## src/rtl/osc_cal_ctrl.sv

```systemverilog
// rtl/osc_cal_ctrl.sv - ring oscillator coarse/fine delay calibration controller
// Steps thermometer delay codes until the tick count per window meets TARGET.
module osc_cal_ctrl #(
  parameter int WIN_LEN    = 256,
  parameter int SETTLE_LEN = 16,
  parameter int TARGET     = 128,
  parameter int TOL        = 2,
  parameter int CNT_W      = 12
) (
  input  logic             ref_clk,
  input  logic             rst,
  input  logic             cal_start,
  input  logic             cal_stop,
  input  logic             osc_tick,
  input  logic             inj_req,
  output logic             glob_en,
  output logic [7:0]       delay_con_msb,
  output logic [4:0]       delay_con_lsb,
  output logic [3:0]       con_perb,
  output logic             inj_en,
  output logic             busy,
  output logic             cal_done,
  output logic             locked,
  output logic             cal_err,
  output logic [CNT_W-1:0] last_cnt
);

  localparam logic [2:0] ST_IDLE    = 3'd0;
  localparam logic [2:0] ST_SETTLE  = 3'd1;
  localparam logic [2:0] ST_MEASURE = 3'd2;
  localparam logic [2:0] ST_EVAL    = 3'd3;
  localparam logic [2:0] ST_DONE    = 3'd4;

  localparam int TMR_MAX = (WIN_LEN > SETTLE_LEN) ? WIN_LEN : SETTLE_LEN;
  localparam int TMR_W   = (TMR_MAX > 2) ? $clog2(TMR_MAX) : 1;
  localparam logic [TMR_W-1:0] SETTLE_LAST = TMR_W'(SETTLE_LEN - 1);
  localparam logic [TMR_W-1:0] WIN_LAST    = TMR_W'(WIN_LEN - 1);
  localparam logic [CNT_W-1:0] CNT_MAX     = '1;
  localparam logic [31:0]      TGT32       = 32'(TARGET);
  localparam logic [31:0]      TOL32       = 32'(TOL);

  logic [2:0]       state;
  logic             phase_fine;
  logic [3:0]       coarse;
  logic [2:0]       fine;
  logic [TMR_W-1:0] timer;
  logic [CNT_W-1:0] cnt;
  logic [CNT_W-1:0] cnt_next;
  logic [31:0]      cnt32;
  logic             within_tol;

  logic             eval_done;
  logic             eval_err;
  logic             nxt_phase;
  logic [3:0]       nxt_coarse;
  logic [2:0]       nxt_fine;

  assign cnt_next   = (osc_tick && cnt != CNT_MAX) ? cnt + 1'b1 : cnt;
  assign cnt32      = 32'(last_cnt);
  assign within_tol = (cnt32 + TOL32 >= TGT32) && (cnt32 <= TGT32 + TOL32);
  assign busy       = (state == ST_SETTLE) || (state == ST_MEASURE) || (state == ST_EVAL);
  assign con_perb   = 4'd0;

  always_comb begin
    for (int i = 0; i < 8; i++) delay_con_msb[i] = (coarse > 4'(i));
    for (int i = 0; i < 5; i++) delay_con_lsb[i] = (fine > 3'(i));
  end

  // Step decision taken in EVAL from the count just latched into last_cnt
  always_comb begin
    eval_done  = 1'b0;
    eval_err   = 1'b0;
    nxt_phase  = phase_fine;
    nxt_coarse = coarse;
    nxt_fine   = fine;
    if (!phase_fine) begin
      if (cnt32 == TGT32) begin
        eval_done = 1'b1;
      end else if (cnt32 > TGT32) begin
        if (coarse != 4'd8) begin
          nxt_coarse = coarse + 4'd1;
        end else begin
          nxt_phase = 1'b1;
          nxt_fine  = 3'd1;
        end
      end else if (coarse != 4'd0) begin
        nxt_coarse = coarse - 4'd1;
        nxt_phase  = 1'b1;
      end else begin
        eval_done = 1'b1;
        eval_err  = 1'b1;
      end
    end else if (cnt32 > TGT32 && fine != 3'd5) begin
      nxt_fine = fine + 3'd1;
    end else begin
      eval_done = 1'b1;
    end
  end

  always_ff @(posedge ref_clk or posedge rst) begin
    if (rst) begin
      state      <= ST_IDLE;
      phase_fine <= 1'b0;
      coarse     <= 4'd0;
      fine       <= 3'd0;
      timer      <= '0;
      cnt        <= '0;
      last_cnt   <= '0;
      glob_en    <= 1'b0;
      inj_en     <= 1'b0;
      cal_done   <= 1'b0;
      locked     <= 1'b0;
      cal_err    <= 1'b0;
    end else begin
      cal_done <= 1'b0;
      if (cal_stop) begin
        state   <= ST_IDLE;
        glob_en <= 1'b0;
        inj_en  <= 1'b0;
        locked  <= 1'b0;
      end else if (cal_start && !busy) begin
        state      <= ST_SETTLE;
        phase_fine <= 1'b0;
        coarse     <= 4'd0;
        fine       <= 3'd0;
        timer      <= '0;
        glob_en    <= 1'b1;
        inj_en     <= 1'b0;
        locked     <= 1'b0;
        cal_err    <= 1'b0;
      end else begin
        inj_en <= locked & inj_req & (state == ST_DONE);
        case (state)
          ST_SETTLE: begin
            if (timer == SETTLE_LAST) begin
              state <= ST_MEASURE;
              timer <= '0;
              cnt   <= '0;
            end else begin
              timer <= timer + 1'b1;
            end
          end
          ST_MEASURE: begin
            cnt <= cnt_next;
            if (timer == WIN_LAST) begin
              state    <= ST_EVAL;
              timer    <= '0;
              last_cnt <= cnt_next;
            end else begin
              timer <= timer + 1'b1;
            end
          end
          ST_EVAL: begin
            phase_fine <= nxt_phase;
            coarse     <= nxt_coarse;
            fine       <= nxt_fine;
            timer      <= '0;
            if (eval_done) begin
              state    <= ST_DONE;
              cal_done <= 1'b1;
              locked   <= within_tol;
              cal_err  <= eval_err;
            end else begin
              state <= ST_SETTLE;
            end
          end
          default: ;
        endcase
      end
    end
  end

endmodule

```

## config.mk

```make
export PLATFORM = sky130hd
export DESIGN_NAME = osc_cal_ctrl
export DESIGN_NICKNAME = d
export VERILOG_FILES = /design/src/rtl/osc_cal_ctrl.sv
export SDC_FILE = /design/constraint.sdc
export NUM_CORES = 1
export LEC_CHECK = 0
export ABC_AREA = 1
export BUFFER_PORTS_ARGS = -buffer_cell sky130_fd_sc_hd__clkbuf_2
export CAP_MARGIN = 20
export CORE_AREA = 3 3 76 78
export CTS_CLUSTER_SIZE = 8
export DETAILED_ROUTE_END_ITERATION = 8
export DIE_AREA = 0 0 79 81
export PLACE_DENSITY_LB_ADDON = 0.15
export SYNTH_ARGS = -nofsm -noshare
export SYNTH_HDL_FRONTEND = slang
export SYNTH_SLANG_ARGS = --single-unit
```

## constraint.sdc

```tcl
create_clock -name ref_clk -period 2.9 [get_ports ref_clk]
set_input_delay 0.58 -clock ref_clk [delete_from_list [all_inputs] [get_ports ref_clk]]
set_output_delay 0.58 -clock ref_clk [all_outputs]
set_load 0.05 [all_outputs]
```

### Word level (Yosys, flattened, before mapping)

Index checks and enable logic that the tools add are counted.

| operators by class | value |
|---|---|
| bitwise logic cells | 4 |
| reductions and logical operators | 27 |
| muxes and demuxes | 56 |
| equal/unequal tests | 19 |
| add/subtract/negate cells | 6 |
| magnitude comparators | 16 |

Operators with widths:

| cell | number |
|---|---|
| 3-bit two-way mux | 12 |
| 1-bit two-way mux | 29 |
| 4-bit two-way mux | 7 |
| 12-bit two-way mux | 2 |
| 8-bit two-way mux | 3 |
| 12-bit case mux with 2 select lines | 1 |
| 8-bit case mux with 3 select lines | 1 |
| 4-bit by 3-bit > comparator with 1-bit output (second input constant) | 4 |
| 12-bit by 2-bit adder with 13-bit output (second input constant) | 1 |
| 13-bit by 8-bit >= comparator with 1-bit output (second input constant) | 1 |
| 12-bit by 1-bit adder with 12-bit output (second input constant) | 1 |
| 12-bit by 8-bit equality test with 1-bit output (second input constant) | 1 |
| 12-bit by 8-bit > comparator with 1-bit output (second input constant) | 1 |
| 12-bit by 8-bit <= comparator with 1-bit output (second input constant) | 1 |
| 12-bit inequality test (second input constant) | 1 |
| 6-bit AND reduction | 2 |
| 3-bit nonzero test | 4 |
| 3-bit case mux with 3 select lines | 1 |
| 8-bit by 1-bit adder with 8-bit output (second input constant) | 1 |
| 8-bit by 4-bit equality test with 1-bit output (second input constant) | 1 |
| 8-bit equality test (second input constant) | 1 |
| 4-bit by 1-bit > comparator with 1-bit output (second input constant) | 2 |
| 4-bit by 2-bit > comparator with 1-bit output (second input constant) | 2 |
| 4-bit by 2-bit inequality test with 1-bit output (second input constant) | 2 |
| other kinds (25) | 46 |

| word-level totals | value |
|---|---|
| bits in registers | 48 |
| bits of input ports | 6 |

### Longest topological paths before layout

| depth | value |
|---|---|
| word-level depth | 9 |
| mapped depth | 12 |

### Least setup slack after synthesis

OpenSTA, ideal clock, no wires.

| path | value |
|---|---|
| path kind | flip-flop to output port |
| from | register coarse[0] |
| to | output port delay_con_msb[5] |
| arrival | 2.116 ns |
| stages on the path, launching flop included | 5 |
| path slack | 0.204 ns |
| path buffers | 0 |
| cell sequence | dfrtp_1 inv_1 ha_1 or2_2 o21ai_0 |

| between the ends | value |
|---|---|
| cells in the longest elaborated chain, start to end | 1 |

RTL lines:

| what | line | text |
|---|---|---|
| from (decl) | 44 | `logic [3:0] coarse;` |
| from (signal assigned) | 155 | `coarse <= nxt_coarse;` |
| 4-bit by 3-bit > comparator with 1-bit output | 65 | `for (int i = 0; i < 8; i++) delay_con_msb[i] = (coarse > 4'(i));` |
| to (decl) | 17 | `output logic [7:0] delay_con_msb,` |

Every way passes these cells.

### Worst setup path after layout

Ends and elaborated chain as after synthesis.

==> summary.txt <==
Final layout
  • Final net count: roughly 500
  • Antenna diode count: 0
  • Combined flip-flop and latch cell area: 1200 sq um
  • Final cell count without fillers: 547
  • Number of fillers in the final layout: 457
  • Layout overhead on the synthesized area: 10.1%
  • Area taken by multi-input logic gates: roughly 1700 sq um
  • Proportion of layout cells with a drive suffix above 1: 0.166

Routing
  • Initial DRT Pass Iterations: 5
  • Via count: between 2000 and 3000
  • Average vias per placed instance: 5.30
  • Total wire length: around 7 mm
  • DRC marker count from the first detailed-route iteration: 124
  • Number of DRC violations after detailed routing: 0
  • Detail Route Antenna Nets: 0
  • Wire length per cell after detailed routing: 12.8 microns

GRT
  • Via count of the first global-routing pass: 2689
  • Initial antenna violation count: 0
  • Aggregate global routing overflow: 0
  • Largest net degree at the start of global routing: 28
  • Overall global routing resource usage: 0.237
  • Global-route wire length before repair: 12.1 mm

Worst setup path
  • Worst reg2reg startpoint: cnt[0]
  • Total buffers and inverters traversed by the critical path: 2
  • Kind of cell adding the most delay to the critical path: flip-flops
  • Launching element type of the critical path: flip-flop
  • CP Max Fanout: 6
  • Endpoint of the lowest-slack register-to-register path: cnt[2]
  • Arrival time reported for the critical path endpoint: 1890 ps
  • Worst reg-to-reg setup slack: 1000 ps
  • Worst reg-to-reg path cell count: 8
  • Cells along the critical path: inv_1 -> ha_1 -> or2_2 -> o21ai_0 -> clkbuf_2
  • Element type at the critical path end: output pin
  • Category of the most critical setup path: reg -> out
  • Standard cell with the maximum stage delay on the critical path: sky130_fd_sc_hd__dfrtp_1
  • Delay contributed by the slowest stage of the critical path: 440 ps
  • Required time at the worst-slack endpoint: between 2000 and 2500 ps

Synth
  • Count of state elements after synthesis: 48
  • Synthesized area per cell: 7.32 sq um
  • Post-synthesis sequential area ratio: 0.374
  • Cell types occupying the most area after synthesis: sky130_fd_sc_hd__dfrtp_1 37%, sky130_fd_sc_hd__nand2_1 12%, sky130_fd_sc_hd__nand3_1 7.2%
  • Most used DFF post-synth: sky130_fd_sc_hd__dfrtp_1
  • Top cell type's share of synthesized area: 0.374
  • Synth Warn #: 0
  • Share of flip-flops with an asynchronous set or reset after synthesis: 1.00
  • Area of the mapped netlist: 3220 sq um
  • Gate count of the mapped netlist: 439
  • Post-synth top area cell: sky130_fd_sc_hd__dfrtp_1
  • Distinct cell type count of the synthesized netlist: 38
  • EDFF count, synth: 0

Hold path
  • Worst hold path type: in -> async

Placed design
  • Worst Setup Slack post-DPL: 781 ps
  • HPWL reported at the end of detailed placement: between 5 and 6 mm
  • Number of placed cells counting well taps: 539
  • Routability cong.: just under 0.9
  • IO buf count: 36

Timing
  • Highest achievable clock rate: 405 MHz
  • Final setup vio count: 0
  • Final slew viol count: 0
  • WHS: 257 ps
  • Hold Vio Cnt, Final: 0
  • Setup slack of the critical path after layout: 431 ps
  • Final period util: 0.851
  • Minimum period implied by the final worst setup slack: 2470 ps
  • Clock tree skew after final layout: 7.96 ps
  • Sum Neg Setup Slack: 0 ps
  • Setup repair after global routing missed its margin: false

Pwr
  • Cell leakage power: 1.88 nW
  • Maximum VDD drop: roughly 0.56 mV
  • Overall power consumption: 2.70 mW
  • Power Density: 763 nW/um^2

Floorplanning
  • Initial core utilization: 0.626
  • Num ports: 41
  • Floorplan die width: around 79 microns
  • DIE AREA: approximately 6400 sq um
  • Core Rows: 26
  • Core Region: ~5000 sq um
  • Die boundary height: 81 microns

Clock network
  • Clock-pin slew reported for the worst setup and hold paths after clock tree synthesis: roughly 90 ps
  • Buffer count from post-CTS setup fixing: 0
  • Longest Clk Path Bufs: 2
  • Max H-tree Level: 2
  • TritonCTS clock tree: yes
  • CTS buffer count: 5
  • Quantity of gates resized following cts: 0
  • Cts-stage hold buffer count: 0
  • Number of sinks handled by clock tree synthesis: 48
  • Clock root buffer: sky130_fd_sc_hd__clkbuf_8
  • Clock latency on the worst-skew pair: 310 ps

Job
  • Maximum capacitance violations: 0

Outcome
  • Status: completed
==> logic make-up after synthesis <==
logic type      share of synthesized area
flops                               0.374
simple gates                        0.337
compound gates                      0.104
other cells                       0.00117
buf+inv                            0.0934
xor+xnor                           0.0327
fa+ha+maj                          0.0584
==> layout by cell type (no fill, tap or decap), drive strengths merged <==
master / n
ha: 15
xor2: 9
conb: 4
clkbuf: 41
buf: 1
nand2: 117
o21ai: 44
o22ai: 2
o211ai: 2
a2bb2oi: 1
nor2: 47
a31oi: 2
or2: 2
clkinv: 3
dfrtp: 48
a21oi: 8
xnor2: 3
nand4: 9
nand3b: 1
nor3: 10
bufinv: 1
clkinvlp: 1
nand3: 48
inv: 58
==> cell type report <==
class                   count  area share
inverters                  60      0.0643
flip-flops and latches     48       0.339
well taps                  70      0.0247
multi-input cells         324       0.487
repair buffers             37      0.0530
clock buffers               5      0.0194
clock inverters             3      0.0120
==> metal layers <==
metal / global-route usage / part of all wire / up-vias
met2: 0.396 / 0.47 / 67
met4: 0.0636 / 0.010 / 0
li1: - / - / 1482
met3: 0.0366 / 0.041 / 7
met1: 0.323 / 0.48 / 1343
met5: 0 / 0 / -
==> how the worst max path moves through the flow <==
stage                        to      start  depth (start not counted)  slack, ps
6_report       delay_con_msb[5]  coarse[0]                          5        430
2_1_floorplan  delay_con_msb[5]  coarse[0]                          4        200
3_3_place_gp   delay_con_msb[5]  coarse[0]                          5        850
4_1_cts        delay_con_msb[5]  coarse[0]                          5        440
3_5_place_dp   delay_con_msb[5]  coarse[0]                          5        780
5_1_grt        delay_con_msb[5]  coarse[0]                          5        340
==> worst reg2reg max path: stages, from the launching register on <==
cell and delay (ps):
sky130_fd_sc_hd__dfrtp_1 420, sky130_fd_sc_hd__ha_1 270, sky130_fd_sc_hd__nand3_1 180, sky130_fd_sc_hd__nor3_4 220
sky130_fd_sc_hd__nand2_2 90, sky130_fd_sc_hd__nand2_4 130, sky130_fd_sc_hd__inv_4 110, sky130_fd_sc_hd__o21ai_1 260
sky130_fd_sc_hd__o22ai_1 110
==> state kept, by name, indices dropped and copies added, names as in the netlist <==
register,flops
locked,1
fine,3
phase_fine,1
inj_en,1
glob_en,1
state,3
timer,8
last_cnt,12
cnt,12
cal_err,1
cal_done,1
coarse,4
==> synthesized netlist by cell type, types with 3 or more instances <==
cell,n
sky130_fd_sc_hd__nand2_1,107
sky130_fd_sc_hd__o21ai_1,18
sky130_fd_sc_hd__a21oi_1,7
sky130_fd_sc_hd__o21ai_2,6
sky130_fd_sc_hd__inv_2,4
sky130_fd_sc_hd__o21ai_0,20
sky130_fd_sc_hd__xnor2_1,3
sky130_fd_sc_hd__inv_1,53
sky130_fd_sc_hd__ha_1,15
sky130_fd_sc_hd__xor2_1,9
sky130_fd_sc_hd__nand3_1,46
sky130_fd_sc_hd__nand4_1,9
sky130_fd_sc_hd__nand2_2,8
sky130_fd_sc_hd__dfrtp_1,48
sky130_fd_sc_hd__nor2_1,41
sky130_fd_sc_hd__nor3_1,8
sky130_fd_sc_hd__buf_4,5
sky130_fd_sc_hd__nor2_2,3
==> per-stage QoR <==
stage / utilization / instance area [sq um]
after floorplan: - / 3230
after global placement: 0.667 / 3430
after detailed placement: 0.667 / 3430
after CTS: 0.689 / 3540
after global routing: 0.689 / 3540
final: 0.689 / 3540
==> report_power, final <==
part / switching [mW] / total (mW) / internal (mW)
Sequential: 0.154 / 0.938 / 0.784
Combinational: 0.880 / 1.27 / 0.395
Clock: 0.234 / 0.489 / 0.255
Total: 1.27 / 2.70 / 1.43
Note: power is estimated with default switching activity, not from simulation.
